### src/rtl/seq_game_pkg.sv
// Shared types and helpers for the sequence-memory game engine.
package seq_game_pkg;

    typedef enum logic [2:0] {
        IDLE,
        FILL,
        SHOW_ON,
        SHOW_OFF,
        WAIT,
        WIN,
        LOSE
    } game_state_t;

    localparam logic [15:0] LFSR_TAPS = 16'hB400;

    // Two-digit BCD increment that sticks at 99 once the display is full.
    function automatic logic [7:0] bcd_inc_sat(input logic [7:0] v);
        logic [7:0] r;
        if (v == 8'h99)
            r = v;
        else if (v[3:0] == 4'd9)
            r = {v[7:4] + 4'd1, 4'd0};
        else
            r = {v[7:4], v[3:0] + 4'd1};
        return r;
    endfunction

endpackage

### src/rtl/game_lfsr.sv
// 16-bit right-shifting Galois LFSR; exposes only the low bits the game consumes.
module game_lfsr
    import seq_game_pkg::*;
#(
    parameter int p_out = 2
) (
    input  logic             clk,
    input  logic             load,
    input  logic [15:0]      seed,
    input  logic             en,
    output logic [p_out-1:0] rnd
);

    logic [15:0] lfsr_q;

    always_ff @(posedge clk) begin
        if (load)
            lfsr_q <= seed;
        else if (en)
            lfsr_q <= lfsr_q[0] ? ((lfsr_q >> 1) ^ LFSR_TAPS) : (lfsr_q >> 1);
    end

    assign rnd = lfsr_q[p_out-1:0];

endmodule

### src/rtl/seq_game_engine.sv
// Sequence-memory game: fills a random key sequence, plays it back round by round
// and checks the player's presses against it under a per-press time limit.
module seq_game_engine
    import seq_game_pkg::*;
#(
    parameter int          p_key   = 4,
    parameter int          p_depth = 16,
    parameter int          p_tick  = 50_000_000,
    parameter int          p_time  = 5,
    parameter logic [15:0] p_seed  = 16'hACE1
) (
    input  logic                         CLOCK_50,
    input  logic                         R,
    input  logic                         start,
    input  logic [1:0]                   speed,
    input  logic [p_key-1:0]             KEY,
    output logic [p_key-1:0]             leds,
    output logic [$clog2(p_depth+1)-1:0] ROUND,
    output logic [7:0]                   POINTS,
    output logic [3:0]                   TIME,
    output logic                         end_FPGA,
    output logic                         end_User,
    output logic                         match,
    output logic                         end_time,
    output logic                         win,
    output logic                         busy
);

    localparam int KW = $clog2(p_key);
    localparam int AW = $clog2(p_depth);
    localparam int IW = $clog2(p_depth + 1);
    localparam int CW = $clog2(p_tick + 1);

    localparam logic [IW-1:0]    IDX_ONE  = IW'(1);
    localparam logic [IW-1:0]    DEPTH_R  = IW'(p_depth);
    localparam logic [AW-1:0]    FILL_END = AW'(p_depth - 1);
    localparam logic [CW-1:0]    TICK_END = CW'(p_tick - 1);
    localparam logic [3:0]       TIME_MAX = 4'(p_time);
    localparam logic [p_key-1:0] KEY_ONE  = p_key'(1);

    game_state_t state, state_n;

    logic [AW-1:0]    fill_idx, fill_n;
    logic [AW-1:0]    idx, idx_n;
    logic [CW-1:0]    cnt, cnt_n;
    logic [CW-1:0]    tick_cnt, tick_n;
    logic [IW-1:0]    round_n;
    logic [7:0]       points_n;
    logic [3:0]       time_n;
    logic             end_fpga_n, end_user_n, match_n, end_time_n, win_n;
    logic [p_key-1:0] key_prev, fall, expect_onehot;
    logic [KW-1:0]    seq_mem [0:p_depth-1];
    logic [KW-1:0]    cur_key, rnd;
    logic [CW-1:0]    on_len, off_len;
    logic             lfsr_en, seq_we;

    game_lfsr #(.p_out(KW)) u_lfsr (
        .clk  (CLOCK_50),
        .load (R),
        .seed (p_seed),
        .en   (lfsr_en),
        .rnd  (rnd)
    );

    assign on_len        = CW'(p_tick) >> speed;
    assign off_len       = CW'(p_tick) >> ({1'b0, speed} + 3'd2);
    assign cur_key       = seq_mem[idx];
    assign expect_onehot = KEY_ONE << cur_key;
    assign fall          = key_prev & ~KEY;
    assign leds          = (state == SHOW_ON) ? expect_onehot : '0;
    assign busy          = !(state == IDLE || state == WIN || state == LOSE);

    always_ff @(posedge CLOCK_50) begin
        if (seq_we)
            seq_mem[fill_idx] <= rnd;
    end

    always_ff @(posedge CLOCK_50) begin
        if (R) begin
            state    <= IDLE;
            fill_idx <= '0;
            idx      <= '0;
            cnt      <= '0;
            tick_cnt <= '0;
            ROUND    <= '0;
            POINTS   <= 8'h00;
            TIME     <= 4'd0;
            end_FPGA <= 1'b0;
            end_User <= 1'b0;
            match    <= 1'b0;
            end_time <= 1'b0;
            win      <= 1'b0;
            key_prev <= '1;
        end else begin
            state    <= state_n;
            fill_idx <= fill_n;
            idx      <= idx_n;
            cnt      <= cnt_n;
            tick_cnt <= tick_n;
            ROUND    <= round_n;
            POINTS   <= points_n;
            TIME     <= time_n;
            end_FPGA <= end_fpga_n;
            end_User <= end_user_n;
            match    <= match_n;
            end_time <= end_time_n;
            win      <= win_n;
            key_prev <= KEY;
        end
    end

    // Press handling outranks the timeout, which outranks the 1 s tick.
    always_comb begin
        state_n    = state;
        fill_n     = fill_idx;
        idx_n      = idx;
        cnt_n      = cnt;
        tick_n     = tick_cnt;
        round_n    = ROUND;
        points_n   = POINTS;
        time_n     = TIME;
        end_fpga_n = 1'b0;
        end_user_n = 1'b0;
        match_n    = 1'b0;
        end_time_n = end_time;
        win_n      = win;
        lfsr_en    = 1'b0;
        seq_we     = 1'b0;

        case (state)
            IDLE, WIN, LOSE: begin
                lfsr_en = (state == IDLE);
                if (start) begin
                    state_n    = FILL;
                    fill_n     = '0;
                    points_n   = 8'h00;
                    time_n     = 4'd0;
                    round_n    = IDX_ONE;
                    end_time_n = 1'b0;
                    win_n      = 1'b0;
                end
            end
            FILL: begin
                lfsr_en = 1'b1;
                seq_we  = 1'b1;
                if (fill_idx == FILL_END) begin
                    state_n = SHOW_ON;
                    idx_n   = '0;
                    cnt_n   = '0;
                end else begin
                    fill_n = fill_idx + AW'(1);
                end
            end
            SHOW_ON: begin
                if (cnt == on_len - CW'(1)) begin
                    state_n = SHOW_OFF;
                    cnt_n   = '0;
                end else begin
                    cnt_n = cnt + CW'(1);
                end
            end
            SHOW_OFF: begin
                if (cnt == off_len - CW'(1)) begin
                    cnt_n = '0;
                    if ((IW'(idx) + IDX_ONE) < ROUND) begin
                        idx_n   = idx + AW'(1);
                        state_n = SHOW_ON;
                    end else begin
                        end_fpga_n = 1'b1;
                        idx_n      = '0;
                        time_n     = 4'd0;
                        tick_n     = '0;
                        state_n    = WAIT;
                    end
                end else begin
                    cnt_n = cnt + CW'(1);
                end
            end
            WAIT: begin
                if (fall != '0) begin
                    if (fall == expect_onehot) begin
                        match_n  = 1'b1;
                        points_n = bcd_inc_sat(POINTS);
                        time_n   = 4'd0;
                        tick_n   = '0;
                        if ((IW'(idx) + IDX_ONE) == ROUND) begin
                            if (ROUND == DEPTH_R) begin
                                win_n   = 1'b1;
                                state_n = WIN;
                            end else begin
                                end_user_n = 1'b1;
                                round_n    = ROUND + IDX_ONE;
                                idx_n      = '0;
                                cnt_n      = '0;
                                state_n    = SHOW_ON;
                            end
                        end else begin
                            idx_n = idx + AW'(1);
                        end
                    end else begin
                        state_n = LOSE;
                    end
                end else if (TIME == TIME_MAX) begin
                    end_time_n = 1'b1;
                    state_n    = LOSE;
                end else if (tick_cnt == TICK_END) begin
                    tick_n = '0;
                    time_n = TIME + 4'd1;
                end else begin
                    tick_n = tick_cnt + CW'(1);
                end
            end
            default: state_n = IDLE;
        endcase
    end

endmodule

### config.mk
export PLATFORM = sky130hd
export DESIGN_NAME = seq_game_engine
export DESIGN_NICKNAME = d
export VERILOG_FILES = /design/src/rtl/seq_game_pkg.sv /design/src/rtl/game_lfsr.sv /design/src/rtl/seq_game_engine.sv
export SDC_FILE = /design/constraint.sdc
export NUM_CORES = 1
export LEC_CHECK = 0
export ABC_AREA = 1
export CAP_MARGIN = 5
export CORE_ASPECT_RATIO = 0.75
export CORE_MARGIN = 1
export CORE_UTILIZATION = 40
export CTS_CLUSTER_SIZE = 14
export DETAILED_ROUTE_END_ITERATION = 10
export GPL_ROUTABILITY_DRIVEN = 0
export PLACE_DENSITY = 0.56
export SLEW_MARGIN = 20
export SYNTH_ARGS = -nofsm -noshare
export SYNTH_HDL_FRONTEND = slang
export SYNTH_SLANG_ARGS = --single-unit
### constraint.sdc
create_clock -name CLOCK_50 -period 2.3 [get_ports CLOCK_50]
set_input_delay 0.575 -clock CLOCK_50 [delete_from_list [all_inputs] [get_ports CLOCK_50]]
set_output_delay 0.575 -clock CLOCK_50 [all_outputs]
set_load 0.005 [all_outputs]
==> impl_metrics.json, run 1 <==
{
  "cts_tree": "yes",
  "drive_gt1_frac": 0.263,
  "syn_nets": 1232,
  "cts_buffers": 17,
  "drc": 0,
  "area_growth_pct": 37.9,
  "worst-r2r-cell-count": 22,
  "antenna_cells": 0,
  "syn_avg_cell_area_um2": 6.86,
  "synth-edff-count": 32,
  "p_sw_w": 0.00498,
  "hold_depth": 2,
  "startpoint_type": "register",
  "worst-path-max-fanout": 8,
  "grtUsageTotal": 0.234,
  "grt-ovfl-total": 0,
  "rsz0062_at_grt": "true",
  "crit_path_end_kind": "output port",
  "design.core.area_um2": 20200,
  "worstHoldStart": "u_lfsr.lfsr_q[15]",
  "ir_drop_mv": 0.542,
  "period_minus_slack_ps": 2450,
  "grt_max_degree": 33,
  "cts.path.max_buffers": 2,
  "rrSetupSlack_ps": -100,
  "worstHoldEndpoint": "u_lfsr.lfsr_q[14]",
  "fin_crit_sh": 1.06,
  "fin_hold_ws_ps": 452,
  "max_slew_margin": 0.561,
  "violations": "negative setup slack",
  "dp_hpwl_um": 17000,
  "clock-skew-final_ps": 8.23,
  "synth_warnings": 0,
  "netlist_top_cells_area": "dfxtp_1, nand2_1, edfxtp_1",
  "yosys_most_used_dff": "dfxtp_1",
  "p_int_w": 0.00717,
  "fill_cells": 1865,
  "crit_arrival_ps": 1870,
  "wl_per_cell_um": 14.9,
  "cap_violations": 0,
  "status": "complete, but fails checks",
  "post-place-cells": 1582,
  "switching_share": 0.410,
  "setup_ws_ps": -147,
  "routed_wl_um": 24300,
  "hold_class": "reg -> reg",
  "r2r-end": "idx[1]",
  "tightest_slew_ps": 654,
  "power_density_nw_per_um2": 1070,
  "initial_utilization": 0.408,
  "yosysSeqAreaShare": 0.381,
  "synth_top_area_cell": "dfxtp_1",
  "hold_viol": 0,
  "synth_cell_type_count": 45,
  "synth_cells": 1203,
  "multiInputGateArea_um2": 4980,
  "slew_viol_final": 0,
  "max_freq_ghz": 0.409,
  "ys_seq_elements": 141,
  "die_y_um": 126,
  "p_leak_nw": 4.63,
  "crit_type": "reg -> out",
  "drt-initial-drc-count": 565,
  "p_total_w": 0.0121,
  "rows": 45,
  "clock_latency_ps": 430,
  "place_ws_ps": -582,
  "clkPwrFrac": 0.227,
  "portBuffers": 35,
  "final_util": 0.563,
  "cts_sinks": 141,
  "antenna_found_initial": 0,
  "synth_top_cell_area_share": 0.264,
  "grt_first_pass_wirelength_um": 39800,
  "seq_power_share": 0.276,
  "setup_viol": 74,
  "avgViaCountPerCell": 5.14,
  "cts.reportedPaths.clkPinSlew_ps": 70,
  "cts_max_level": 4,
  "grt_pass1_vias": 7603,
  "worstPathRequired_ps": 1730,
  "register_area_um2": 3160,
  "syn_area_um2": 8250,
  "finalNonFillerCells": 1639,
  "chipWidth_um": 168,
  "synthArstFlopShare": 0,
  "ios": 36,
  "dieArea_um2": 21200,
  "dr_total_vias": 8423,
  "firstDrtPassIters": 5,
  "nets": 1397,
  "pwr-share-comb": 0.497,
  "cts-root-buf": "clkbuf_16",
  "ant_nets": 0
}
[per-layer routing]
| metal | global-route usage | routed length [µm] |
|---|---|---|
| met1 | 0.362 | 12700 |
| met2 | 0.326 | 9920 |
| met3 | 0.0480 | 1440 |
| met4 | 0.0529 | 289 |
| met5 | 0 | 0 |
[placed cells by master (no fill, tap or decap), types with 5 or more instances in the layout]
cell / count
nand2_1: 232
nand3_2: 33
edfxtp_1: 32
o211ai_1: 11
ha_1: 18
nand2_4: 20
nor3_1: 22
buf_6: 15
nand2_2: 36
clkbuf_16: 20
a21oi_2: 6
buf_2: 5
buf_12: 12
buf_4: 123
a21oi_1: 84
clkdlybuf4s50_1: 27
nor2_4: 8
o21ai_0: 39
nand3_1: 94
xor2_1: 17
nand3b_1: 8
nor2_2: 16
inv_2: 8
nand4_1: 20
nor4_1: 8
inv_1: 133
dfxtp_1: 105
nor2_1: 137
or2_2: 12
[how the worst max path moves through the flow]
stage | startpoint | slack [ps] | end
2_1_floorplan | idx[0] | 20 | TIME[2]
3_3_place_gp | speed[1] | -630 | register
3_5_place_dp | speed[1] | -580 | idx[2]
4_1_cts | register | -180 | leds[1]
5_1_grt | idx[0] | -260 | register
6_report | register | -150 | leds[3]
[stage by stage]
step                      setup TNS, ps  instance area (µm²)
after floorplan                       0                 8260
after global placement           -38400                 9730
after detailed placement         -34060                 9730
after CTS                         -8190                10800
after global routing             -13820                11400
final                             -2950                11400
[cell usage after synthesis, types with 9 or more instances]
cell type	number
a21oi_1	90
buf_2	12
clkbuf_1	17
dfxtp_1	109
edfxtp_1	32
ha_1	20
inv_1	135
inv_2	9
nand2_1	285
nand3_1	127
nand4_1	20
nor2_1	155
nor3_1	24
nor4_1	13
o211ai_1	11
o21ai_0	40
or2_2	12
xor2_1	19
[what timing repair did]
| action | in CTS | in global routing |
|---|---|---|
| hold buffers | 0 | 0 |
| cloned | 5 | 2 |
| gates resized for setup | 93 | 127 |
| setup endpoints to repair | 73 | 88 |
| pin swaps | 28 | 41 |
| setup buffers | 12 | 11 |
[critical path, cell delays in order (launching register included)]
cell and delay, ps:
dfxtp_4 360, buf_12 130, buf_12 130, nand2_2 60, nand3_2 70, nand3_2 80, nand3_2 90, nand2_4 130
buf_6 110, nand2_4 50, nor2_4 100, buf_2 120
[flip-flops by register name, summed over array words and instances (netlist names), 3 cells and up, named ones only]
| register | count |
|---|---|
| POINTS | 8 |
| ROUND | 5 |
| TIME | 4 |
| cnt | 26 |
| fill_idx | 4 |
| idx | 4 |
| key_prev | 4 |
| seq_mem | 32 |
| state | 3 |
| tick_cnt | 26 |
| u_lfsr.lfsr_q | 16 |
[cells by family (layout without fill, tap and decap cells)]
kind of cell,after synthesis,in the layout,share of synthesized area
buf+inv,189,367,0.0963
xor+xnor,23,23,0.0244
compound gates,167,167,0.114
simple gates,663,663,0.354
fa+ha+maj,20,20,0.0303
flops,141,141,0.381
[power groups by stage]
stage | Clock [W] | Sequential [W] | Combinational, W
detailed placement | 0 | 0.00335 | 0.00426
finish | 0.00275 | 0.00336 | 0.00604
global placement | 0 | 0.00335 | 0.00422
CTS | 0.00281 | 0.00333 | 0.00507
global route | 0.00293 | 0.00341 | 0.00661
floorplan | 0 | 0.00331 | 0.00259
[final cells by class]
class | count | share of cell area
tap | 258 | 0.0284
timing repair inverter | 1 | 0.00143
inverter | 146 | 0.0510
clock inverter | 14 | 0.0127
clock buffer | 18 | 0.0396
multi-input combinational | 873 | 0.438
timing repair buffer | 188 | 0.152
sequential | 141 | 0.277
Power figures use the tool's default switching activity.
==> inputs of run 2 (changes only) <==
ABC_CLOCK_PERIOD_IN_PS = 2300   (was not set)
CELL_PAD_IN_SITES_DETAIL_PLACEMENT = 1   (was not set)
CELL_PAD_IN_SITES_GLOBAL_PLACEMENT = 2   (was not set)
CORE_UTILIZATION = 31   (was 40)
PLACE_DENSITY = 0.72   (was 0.56)
==> run 2 against run 1 <==
The run still ends with negative setup slack left. Flip-flop and latch count unchanged. Cell count increased by 7.2%. Register-to-register slack got worse by 140 ps. Worst setup slack worse by 110 ps. Utilization is 11 points lower. Combinational power up 6.8%.
==> impl_metrics.json, run 2 (synthesis gave the netlist of run 1 again) <==
{
  "rsz0062_at_grt": "true",
  "drt-met1-wl_um": 15800,
  "cts.path.max_buffers": 2,
  "grt_first_pass_wirelength_um": 47900,
  "portBuffers": 35,
  "dp_hpwl_um": 20800,
  "route.top_layer_used": "met4",
  "finalNonFillerCells": 1757,
  "tightest_slew_ps": 666,
  "max_freq_ghz": 0.391,
  "fin_crit_sh": 1.11,
  "clock_latency_ps": 440,
  "antenna_found_initial": 0,
  "post-place-cells": 1686,
  "area_growth_pct": 43.2,
  "p_leak_nw": 4.84,
  "worstPathRequired_ps": 1730,
  "fin_hold_ws_ps": 464,
  "worstHoldStart": "u_lfsr.lfsr_q[6]",
  "crit_arrival_ps": 1980,
  "period_minus_slack_ps": 2560,
  "hold_depth": 2,
  "grt_max_degree": 48,
  "wl_met3_um": 1110,
  "worst-r2r-cell-count": 21,
  "tns_ps": -16460,
  "clock-skew-final_ps": 10.1,
  "setup_ws_ps": -257,
  "regMostFlops": "seq_mem",
  "slowest_delay_ps": 360,
  "worst_path_dominant_cell_family": "buffers and inverters",
  "cts_buffers": 17,
  "routed_wl_um": 29900,
  "dieArea_um2": 27300,
  "critPathSlowestCell": "dfxtp_4",
  "slew_viol_final": 0,
  "layout_commonest_cell": "nand2_1",
  "nets": 1429,
  "met2_length_um": 12700,
  "crit_type": "reg -> out",
  "status": "complete, but fails checks",
  "place_ws_ps": -682,
  "wl_per_cell_um": 17.0,
  "largest_reg_flops": 32,
  "grt-ovfl-total": 0,
  "startpoint_type": "register",
  "cap_violations": 0,
  "cts_tree": "yes",
  "grtUsageTotal": 0.227,
  "top_regs": "seq_mem: 32 flops, cnt: 26 flops, tick_cnt: 26 flops",
  "worst-path-max-fanout": 5,
  "drc": 0,
  "cts_sinks": 141,
  "avgViaCountPerCell": 4.97,
  "setup_viol": 87,
  "antenna_cells": 0,
  "design.core.area_um2": 26000,
  "max_slew_margin": 0.553,
  "firstDrtPassIters": 5,
  "ir_drop_mv": 0.591,
  "path_cells": "buf_12 -> buf_16 -> nand2_1 -> nand3_2 -> nand3_2 -> nand3_2 -> nand2_4 -> buf_6 -> inv_4 -> buf_6 -> nand2_4 -> nor2_4 -> buf_2",
  "power_density_nw_per_um2": 1070,
  "cts-root-buf": "clkbuf_16",
  "cts.reportedPaths.clkPinSlew_ps": 70,
  "dr_total_vias": 8741,
  "violations": "negative setup slack",
  "ios": 36,
  "die_y_um": 143,
  "cts_max_level": 4,
  "final_cell_mix": "nand2_1, nor2_1, buf_4",
  "cpMostUsedCell": "nand3_2",
  "hold_viol": 0,
  "chipWidth_um": 190,
  "crit_path_end_kind": "output port",
  "cp.buffers_inverters": 6,
  "hold_class": "reg -> reg",
  "ant_nets": 0,
  "initial_utilization": 0.317,
  "rrSetupSlack_ps": -240,
  "cp.depth": 13,
  "drive_gt1_frac": 0.284,
  "rows": 51,
  "grt_pass1_vias": 8755,
  "drt-initial-drc-count": 383
}
-- run 2: metrics by stage --
step,utilization,power (W),area [µm²]
2_1_floorplan,-,0.00591,8260
3_3_place_gp,0.384,0.00770,9990
3_5_place_dp,0.384,0.00780,9990
4_1_cts,0.439,0.0120,11400
5_1_grt,0.454,0.0135,11800
6_report,0.454,0.0127,11800
-- run 2: worst paths after layout --
check / to
max reg2reg: cnt[3]
min reg2reg: u_lfsr.lfsr_q[6]
min: u_lfsr.lfsr_q[6]
max: leds[1]
-- run 2: routing by layer --
layer / up-vias / track usage
met5: - / 0
met4: 0 / 0.0497
met3: 27 / 0.0442
met2: 130 / 0.329
met1: 4239 / 0.341
li1: 4345 / -
-- run 2: repair_timing --
| action | 4_1_cts | 5_1_grt |
|---|---|---|
| pin swaps | 50 | 43 |
| gates cloned | 8 | 1 |
| hold buffers | 0 | 0 |
| setup buffers | 27 | 8 |
| resized for setup | 133 | 100 |
| endpoints found under the setup margin | 87 | 87 |
-- run 2: tightest hold or removal path, delay by kind of cell (launching register included) --
| kind | cells | cell delay (ps) |
|---|---|---|
| DFF | 1 | 330 |
| and+or+nand+nor | 2 | 100 |
-- run 2: power breakdown --
group          switching (W)  internal, W
clock network        0.00127      0.00160
registers           0.000361      0.00301
logic                0.00357      0.00288
total                0.00520      0.00748
-- run 2: cell type report --
type / instances / area, µm²
well taps: 344 / 430
fillers: 3281 / 14200
flip-flops and latches: 141 / 3160
clock inverters: 14 / 148
multi-input cells: 874 / 4970
clock buffers: 18 / 450
inverters: 146 / 579
repair buffers: 220 / 2080
==> edit, RTL diff (config.mk and constraints of run 2) <==
Encoding of `game_state_t`: now Gray code (3 bits for 7 states).
--- a/src/rtl/seq_game_pkg.sv
+++ b/src/rtl/seq_game_pkg.sv
@@ -2,13 +2,13 @@
 package seq_game_pkg;
 
     typedef enum logic [2:0] {
-        IDLE,
-        FILL,
-        SHOW_ON,
-        SHOW_OFF,
-        WAIT,
-        WIN,
-        LOSE
+        IDLE     = 3'b000,
+        FILL     = 3'b001,
+        SHOW_ON  = 3'b011,
+        SHOW_OFF = 3'b010,
+        WAIT     = 3'b110,
+        WIN      = 3'b111,
+        LOSE     = 3'b101
     } game_state_t;
 
     localparam logic [15:0] LFSR_TAPS = 16'hB400;
Formal check against the unedited RTL: same outputs for any inputs over 10 cycles, from zero or initial values; not proved beyond that.
==> edit against run 2 <==
  * Register-to-register slack worse by 90 ps
  * Worst setup slack lost 74 ps
  * Routed wire length decreased by 1.8%
  * Cell area increased by 0.15%
  * Total power is 1.4% higher
  * Combinational power rose by 5.3%
  * Critical path type is now reg -> reg
  * Sequential cell count is the same
  * First-iteration DRC count grew 17%
  * Synthesized area fell by 1.3%
  * Sequential share of layout area is 0.10 points lower
  * Critical endpoint is now tick_cnt[1]$_SDFFE_PP0P_
  * Maximum frequency is 2.8% lower
  * The run still ends with setup timing left
  * Final cell count decreased by 2.1%
  * Via count shrank 2.4%
==> edit: results (changes against run 2) <==
[placed_design]
dp.final_hpwl_mm = 20.0  ; -3.7%
place_area_sq_um = 9830  ; -1.7%
post-place-ws_ps = -1030  ; -349 ps

[logic_synthesis]
synth_area_leaders = dfxtp_1 (27%), nand2_1 (13%), edfxtp_1 (12%)
synth-xor-area-share_pct = 2.79  ; +0.35 points
seq_area_frac_synth_pct = 38.6  ; +0.49 points
yosys-top-cells-count = nand2_1 (292), inv_1 (139), nor2_1 (138)
synthAdderAreaFrac_pct = 3.22  ; +0.19 points
synth-compound-area-share_pct = 9.98  ; -1.5 points

[min_path]
hold-path-endpoint = u_lfsr.lfsr_q[15]$_SDFFE_PP1P_
min_from = u_lfsr.lfsr_q[15]$_SDFFE_PP1P_

[cells_and_area]
stdcell_area_sq_um = 11800  ; +0.15%
nNonClkInverters = 153  ; +4.8%
nets = 1399  ; -2.1%
final_cell_count_no_fill = 1720  ; -2.1%
clk_share_pct = 5.08  ; +0.024 points
fillers = 3131  ; -4.6%
multi_input_area_sq_um = 5200  ; +4.5%
nNonClkBuffers = 202  ; -8.2%
multi_input_gates = 854  ; -2.3%
seq_area_share_pct = 26.6  ; -0.10 points
clockBufferCount = 20  ; +2
nonClkBufAreaFrac_pct = 15.8  ; -1.8 points

[critical_path]
cpLargestDelayFamily = simple AND/OR/NAND/NOR gates
slowest_delay_ps = 470  ; +110 ps
cp_max_fo = 7  ; +2
reg2reg_depth = 18  ; -14%

[global_routing]
use_met2_pct = 31.7  ; -1.2 points
met1_usage_pct = 31.8  ; -2.4 points
grt.met3_usage_pct = 3.57  ; -0.85 points
grt_max_degree = 71  ; +48%
grt_pass1_vias = 8179  ; -6.6%
grtUsageTotal_pct = 21.3  ; -1.4 points

[sta]
setup_viol = 87  ; unchanged
skew_ps = 19.5  ; +9.37 ps
relSlewSlack_pct = 52.8  ; -2.5 points
whs_ps = 458  ; -5.88 ps
setup_ws_ps = -331  ; -73.5 ps

[power]
powerDensity_nw_per_um2 = 1090  ; +1.3%
peakVddDrop_uv = 752  ; +27%
p_int_mw = 7.52  ; +0.43%
leakage_nw = 4.71  ; -2.7%
comb_power_share_pct = 52.8  ; +2.0 points

[status]
run_status = complete, but fails checks
violations = setup timing

[route]
drtIter0Drc = 450  ; +17%
first_pass_iters = 4  ; -1
drt-total-wl_mm = 29.4  ; -1.8%
dr_wl_met2_mm = 12.7  ; +0.66%
num_vias = 8534  ; -2.4%

[clocking]
postCtsSetupBuffers = 16  ; -41%
cts_resized = 108  ; -19%

==> edit: cell types whose count changed in the layout (fill, tap and decap cells not counted), sizes merged, moves of 4 or more <==
cell    delta
o21ai     -10
buf       -17
nand2     +12
or2        -6
nand4     +14
o211ai     -5
nor3       +5
xnor2      +5
nand3b     -8
nand3      -5
nor2      -16
o22ai      +4
==> edit: worst max-delay path by stage <==
stage          startpoint                        end  slack [ps]
2_1_floorplan    speed[0]  tick_cnt[21]$_SDFFE_PP0P_        -300
3_3_place_gp     speed[1]  tick_cnt[21]$_SDFFE_PP0P_       -1010
3_5_place_dp     speed[1]  tick_cnt[21]$_SDFFE_PP0P_       -1030
4_1_cts          register                    leds[0]        -230
5_1_grt          register      ROUND[2]$_SDFFE_PP0P_        -410
6_report         register   tick_cnt[1]$_SDFFE_PP0P_        -330
